--- config.mk ---
export PLATFORM = sky130hd
export DESIGN_NAME = uart_rx_param
export DESIGN_NICKNAME = d
export VERILOG_FILES = /design/src/rtl/uart_rx_param.sv
export SDC_FILE = /design/constraint.sdc
export NUM_CORES = 1
export LEC_CHECK = 0
export ABC_AREA = 1
export CAP_MARGIN = 20
export CELL_PAD_IN_SITES_DETAIL_PLACEMENT = 0
export CELL_PAD_IN_SITES_GLOBAL_PLACEMENT = 2
export CORE_AREA = 3 3 66 99
export DETAILED_ROUTE_END_ITERATION = 8
export DIE_AREA = 0 0 69 102
export PLACE_DENSITY_LB_ADDON = 0.1
export SETUP_SLACK_MARGIN = 0.4
export SYNTH_ARGS = -nofsm -noshare
export SYNTH_HDL_FRONTEND = slang
export SYNTH_SLANG_ARGS = --single-unit
--- constraint.sdc ---
create_clock -name clk -period 1.52 [get_ports clk]
set_clock_uncertainty 0.2 [all_clocks]
set_input_delay 0.152 -clock clk [delete_from_list [all_inputs] [get_ports clk]]
set_output_delay 0.152 -clock clk [all_outputs]
set_load 0.005 [all_outputs]
--- src/rtl/uart_rx_param.sv ---
// Parametrised UART receiver: oversampled start detection, 3-sample majority vote,
// optional parity, 1-2 stop bits and a one-entry valid/ready holding register.
module uart_rx_param #(
    parameter int DATA_BITS  = 8,
    parameter int OVERSAMPLE = 16,
    parameter int PARITY_EN  = 0,
    parameter int PARITY_ODD = 0,
    parameter int STOP_BITS  = 1
) (
    input  logic                 clk,
    input  logic                 reset_n,
    input  logic                 sample_tick,
    input  logic                 rx_in,
    output logic [DATA_BITS-1:0] data_out,
    output logic                 data_valid,
    input  logic                 data_ready,
    output logic                 parity_err,
    output logic                 frame_err,
    output logic                 overrun,
    output logic                 busy
);

    localparam int CW = $clog2(OVERSAMPLE);
    localparam int BW = $clog2(DATA_BITS);
    localparam logic [CW-1:0] CNT_LAST  = CW'(OVERSAMPLE - 1);
    localparam logic [CW-1:0] CNT_HALF  = CW'(OVERSAMPLE / 2 - 1);
    localparam logic [BW-1:0] BIT_LAST  = BW'(DATA_BITS - 1);
    localparam logic          STOP_LAST = 1'(STOP_BITS - 1);

    typedef enum logic [2:0] {
        S_IDLE, S_START, S_DATA, S_PARITY, S_STOP
    } state_e;

    state_e                 state_q, state_d;
    logic                   sync1_q, sync1_d;
    logic                   rx_s_q, rx_s_d;
    logic [2:0]             vote_q, vote_d;
    logic [CW-1:0]          cnt_q, cnt_d;
    logic [BW-1:0]          bit_cnt_q, bit_cnt_d;
    logic                   stop_cnt_q, stop_cnt_d;
    logic [DATA_BITS-1:0]   shift_q, shift_d;
    logic                   par_bit_q, par_bit_d;
    logic [DATA_BITS-1:0]   data_out_q, data_out_d;
    logic                   data_valid_q, data_valid_d;
    logic                   parity_err_q, parity_err_d;
    logic                   frame_err_q, frame_err_d;
    logic                   overrun_q, overrun_d;
    logic                   busy_q, busy_d;

    logic vote;
    logic parity_bad;

    assign vote       = (vote_q[0] & vote_q[1]) | (vote_q[0] & vote_q[2]) | (vote_q[1] & vote_q[2]);
    assign parity_bad = (PARITY_EN != 0) && ((^shift_q ^ par_bit_q) != (PARITY_ODD != 0));

    // NOTE: every _d gets its hold value first so no path through this block infers a latch.
    always_comb begin
        state_d      = state_q;
        sync1_d      = rx_in;
        rx_s_d       = sync1_q;
        vote_d       = vote_q;
        cnt_d        = cnt_q;
        bit_cnt_d    = bit_cnt_q;
        stop_cnt_d   = stop_cnt_q;
        shift_d      = shift_q;
        par_bit_d    = par_bit_q;
        data_out_d   = data_out_q;
        data_valid_d = data_valid_q & ~data_ready;
        parity_err_d = 1'b0;
        frame_err_d  = 1'b0;
        overrun_d    = 1'b0;

        if (sample_tick) begin
            vote_d = {vote_q[1:0], rx_s_q};
            unique case (state_q)
                S_IDLE: begin
                    if (!rx_s_q) begin
                        state_d = S_START;
                        cnt_d   = '0;
                    end
                end
                S_START: begin
                    if (cnt_q == CNT_HALF) begin
                        if (rx_s_q) begin
                            state_d = S_IDLE;
                        end else begin
                            state_d   = S_DATA;
                            cnt_d     = '0;
                            bit_cnt_d = '0;
                        end
                    end else begin
                        cnt_d = cnt_q + CW'(1);
                    end
                end
                S_DATA: begin
                    if (cnt_q == CNT_LAST) begin
                        shift_d   = {vote, shift_q[DATA_BITS-1:1]};
                        cnt_d     = '0;
                        bit_cnt_d = bit_cnt_q + BW'(1);
                        if (bit_cnt_q == BIT_LAST) begin
                            state_d    = (PARITY_EN != 0) ? S_PARITY : S_STOP;
                            stop_cnt_d = 1'b0;
                        end
                    end else begin
                        cnt_d = cnt_q + CW'(1);
                    end
                end
                S_PARITY: begin
                    if (cnt_q == CNT_LAST) begin
                        par_bit_d  = vote;
                        cnt_d      = '0;
                        stop_cnt_d = 1'b0;
                        state_d    = S_STOP;
                    end else begin
                        cnt_d = cnt_q + CW'(1);
                    end
                end
                S_STOP: begin
                    if (cnt_q == CNT_LAST) begin
                        cnt_d = '0;
                        if (!vote) begin
                            frame_err_d = 1'b1;
                            state_d     = S_IDLE;
                        end else if (stop_cnt_q == STOP_LAST) begin
                            state_d = S_IDLE;
                            // A draining holding register can take the new word in the same clk.
                            if (!data_valid_q || data_ready) begin
                                data_out_d   = shift_q;
                                data_valid_d = 1'b1;
                                parity_err_d = parity_bad;
                            end else begin
                                overrun_d = 1'b1;
                            end
                        end else begin
                            stop_cnt_d = stop_cnt_q + 1'b1;
                        end
                    end else begin
                        cnt_d = cnt_q + CW'(1);
                    end
                end
                default: state_d = S_IDLE;
            endcase
        end

        busy_d = (state_d != S_IDLE);
    end

    // NOTE: sequential state uses non-blocking assignments only, so all flops update together.
    always_ff @(posedge clk or negedge reset_n) begin
        if (!reset_n) begin
            state_q      <= S_IDLE;
            sync1_q      <= 1'b1;
            rx_s_q       <= 1'b1;
            vote_q       <= 3'b111;
            cnt_q        <= '0;
            bit_cnt_q    <= '0;
            stop_cnt_q   <= 1'b0;
            shift_q      <= '0;
            par_bit_q    <= 1'b0;
            data_out_q   <= '0;
            data_valid_q <= 1'b0;
            parity_err_q <= 1'b0;
            frame_err_q  <= 1'b0;
            overrun_q    <= 1'b0;
            busy_q       <= 1'b0;
        end else begin
            state_q      <= state_d;
            sync1_q      <= sync1_d;
            rx_s_q       <= rx_s_d;
            vote_q       <= vote_d;
            cnt_q        <= cnt_d;
            bit_cnt_q    <= bit_cnt_d;
            stop_cnt_q   <= stop_cnt_d;
            shift_q      <= shift_d;
            par_bit_q    <= par_bit_d;
            data_out_q   <= data_out_d;
            data_valid_q <= data_valid_d;
            parity_err_q <= parity_err_d;
            frame_err_q  <= frame_err_d;
            overrun_q    <= overrun_d;
            busy_q       <= busy_d;
        end
    end

    assign data_out   = data_out_q;
    assign data_valid = data_valid_q;
    assign parity_err = parity_err_q;
    assign frame_err  = frame_err_q;
    assign overrun    = overrun_q;
    assign busy       = busy_q;

endmodule

==> results list <==
- Die area: 7040 µm²
- Placeable core area: 5790 µm²
* All-Layer GR Usage: 0.137
- Quantity of hold-fixing buffers added after cts: 0
- The critical path is of the flip-flop to flip-flop type.
* CP dominant cell by count: nand2_1
- Run status: finished with violations
- Pins over their slew limit: 0
- Final Hold Slack: 0.0362 ns
- Period utilisation layout: 1.12
- Combinational power share: 0.417
- Across the whole layout, storage elements account for 886 µm².
- The number of cells on the worst reg-to-reg path is 10.
- The worst path in the final design needs a cycle of 1.70 ns, including I/O delays and setup.
- Count of max-cap constraint violations: 0
- Routed length per placed instance: 13.1 µm
- Maximum vdd drop: 704 µV
* Library cell occupying the most area in the post-synthesis netlist: dfrtp_1
- Final-stage net count: 281
- Total number of vias: 1,566
- Gpl congestion: 0.764
- Worst reg2reg path endpoint: busy
* Layout overhead on the synthesized area: 49.3%
- CP max stage cell: dfrtp_1
- TritonCTS built the clock tree.
* HP Class: primary input to asynchronous set/reset pin
- Flip-flop and latch count after synthesis: 35
- By area the synthesized netlist is led by dfrtp_1, nand2_1, dfstp_2.
- Clock latency of the later-clocked register in the worst-skew pair: 0.28 ns
* Cell type group with the largest total delay on the critical path: simple AND/OR/NAND/NOR gates
- The count of endpoints failing hold in the final timing report is 0.
- Combined buffer and inverter count along the critical path: 1
- The multi-input combinational cells in the finished layout cover a total of 933 µm².
- The most used flip-flop cell after synthesis is dfrtp_1.
- Max frequency: 587 MHz
- Of the total power, the clock network draws 0.218.
- Synthesized area divided by synthesized cell count: 8.14 µm²
* Root Buffer: clkbuf_8
* Worst stage delay on the critical path: 0.40 ns
- Number of cells after detailed placement: 324
* Ys async rst share: 1.00
- Worst reg2reg path startpoint: cnt_q[0]
* Fraction of layout cells with a size suffix above 1: 0.445
- For this run, the detailed router's first-pass iteration total came to 4.
- Counting flops with a built-in enable in the synthesized netlist gives 0.
- The commonest cells after synthesis are nand2_1, dfrtp_1, nand3_1, inv_1, nor2_1.
- Setup slack on the worst flop-to-flop path: -0.18 ns
- In the routed design, unresolved DRC markers number 0.
- For the worst setup path, the data arrival time is 1.73 ns.
* Clock slew at reported path FFs: 0.07 ns
* Final Non-Filler Cells: 346
- Cts bufs inserted: 5
* Net switching component of the power: 0.00125 W
* Relative contribution of sequential cells to total power: 0.365
- The tree built by TritonCTS fans out to 35 sinks.
- Starting Density: 0.298
- The longest clock path from root to sink contains 2 buffers.
- HPWL Detailed: 3230 µm
* Share of the yosys chip area belonging to registers: 0.511
- Worst Setup Slack, final: -0.184 ns
* Die X: 69 µm
- STA classifies the critical path startpoint as a flip-flop.
- nand2_1 is the most common cell in the netlist.
- Pin count of the biggest net entering global routing: 36
* Internal power consumption: 0.00215 W
* Post-synth design cell area: 1730 µm²
- List of cells traversed by the critical path: ha_4, nand2_4, buf_4, nor3_1, nand2_1, nand2_1, nand2_1, nand2_2, nor2_2, nand2_1
* Unrepaired setup endpoints after global routing: true
- Once detail routing completed, the nets flagged for antenna violations numbered 0.
- Final Total Pwr: 0.00340 W
- The repair_antennas step left the layout with diodes totalling 0.
* Net switching fraction of the power: 0.368
- The die is 102 µm tall.
* Violations in the final reports: setup timing
* Worst EP required: 1.54 ns
* Area fraction of the dominant cell type after synthesis: 0.435
- Row generation in the floorplan step produced 34 rows.
- Total of fill cells in the finished design: 610
- Kind of end point of the critical path: flip-flop
- Worst setup timing slack at the placement stage: -0.295 ns
* Leakage power figure: 1.38 nW
- The initial antenna violation count was 0.
- The first global-routing pass estimated 7640 µm of wire.
- Total grt overflow: 0
* Sum of routed wire length over all layers: 4520 µm
* Number of warning messages in the yosys log: 0
- IO Pins: 18
- Starting DRC count in detailed routing: 28
* Number of global-route vias before repair: 1,694
- Detailed-route vias per instance: 4.53
- Critical path fanouts, max: 3
- Net count after synthesis: 220
* Power Density: 1320 nW/µm²
- During placement, the flow inserted port buffers numbering 16.
* Maximum level of the CTS H-tree: 2
* Gate Count Post-Synth: 212
- Setup violations remaining at the end of the flow were counted as 28.
* Synth cell types: 24
[sequential cells by signal (all words and copies together) (netlist names)]
name        flops
bit_cnt_q       3
busy            1
cnt_q           4
data_out        8
data_valid      1
frame_err       1
overrun         1
rx_s_d          1
rx_s_q          1
shift_q         8
state_q         3
vote_q          3
[routing by layer]
layer  share of wire  vias to the layer above  GRT usage  wire (µm)
met3           0.024                       13     0.0276        107
met4           0.027                        0     0.0737        122
li1                -                      781          -          -
met1            0.36                      753      0.127       1610
met2            0.59                       19      0.275       2680
met5               0                        -          0          0
[worst max-delay path by stage]
stage | startpoint | end | slack, ns | cells past startpoint
2_1_floorplan | cnt_q[1] | data_out[0] | -0.05 | 10
3_3_place_gp | sample_tick | busy | -0.27 | 8
3_5_place_dp | sample_tick | cnt_q[3] | -0.30 | 8
4_1_cts | cnt_q[1] | data_out[4] | -0.14 | 10
5_1_grt | cnt_q[0] | cnt_q[2] | -0.27 | 9
6_report | cnt_q[0] | busy | -0.18 | 10
[cells in the final DEF (no fill, tap or decap), types with 5 or more instances in the layout]
master    instances
dfrtp_1          27
inv_2             6
nand2_2          11
nand3_1          13
dfstp_2           5
buf_2            12
nor2_1            8
clkbuf_8          7
buf_4            28
o21ai_1           8
buf_6             8
nand2_4           8
nand2_1          65
nand3_2           8
inv_1            17
[worst register-to-register path: cells and delay by family (launching register included)]
kind | cells | cell delay, ns
flip-flops | 1 | 0.40
adder cells (fa/ha/maj) | 1 | 0.17
buffers and inverters | 1 | 0.15
AND/OR/NAND/NOR | 8 | 0.72
[power groups by stage]
stage          registers (W)  clock network, W  logic [W]
5_1_grt              0.00126          0.000816    0.00159
4_1_cts              0.00123          0.000769    0.00123
6_report             0.00124          0.000742    0.00142
2_1_floorplan        0.00123                 0   0.000643
3_3_place_gp         0.00124                 0    0.00105
3_5_place_dp         0.00124                 0    0.00106
[repair_timing]
action | 4_1_cts | 5_1_grt
buffers inserted | 7 | 5
resized for setup | 74 | 31
pin swaps | 12 | 12
endpoints found under the setup margin | 43 | 43
gates cloned | 1 | 1
[through the flow]
step                      area, µm²  TNS (ns)  utilization
after floorplan                1770    -0.408            -
after global placement         2230     -5.29        0.385
after detailed placement       2230     -5.84        0.385
after CTS                      2440     -2.58        0.423
after global routing           2580     -4.77        0.446
final                          2580     -2.53        0.446
[kinds of logic after synthesis]
logic type,synth area share
flops,0.511
buf+inv,0.0652
compound gates,0.0572
fa+ha+maj,0.0217
xor+xnor,0.00507
simple gates,0.338
other cells,0.00217
[final cells by class]
cell class	count	share of cell area
Multi-Input combinational cell	150	0.362
Sequential cell	35	0.344
Timing Repair Buffer	55	0.179
Inverter	25	0.0393
Clock buffer	8	0.0388
Tap cell	72	0.0350
Timing Repair inverter	1	0.00243
(Power assumes the default switching activity.)
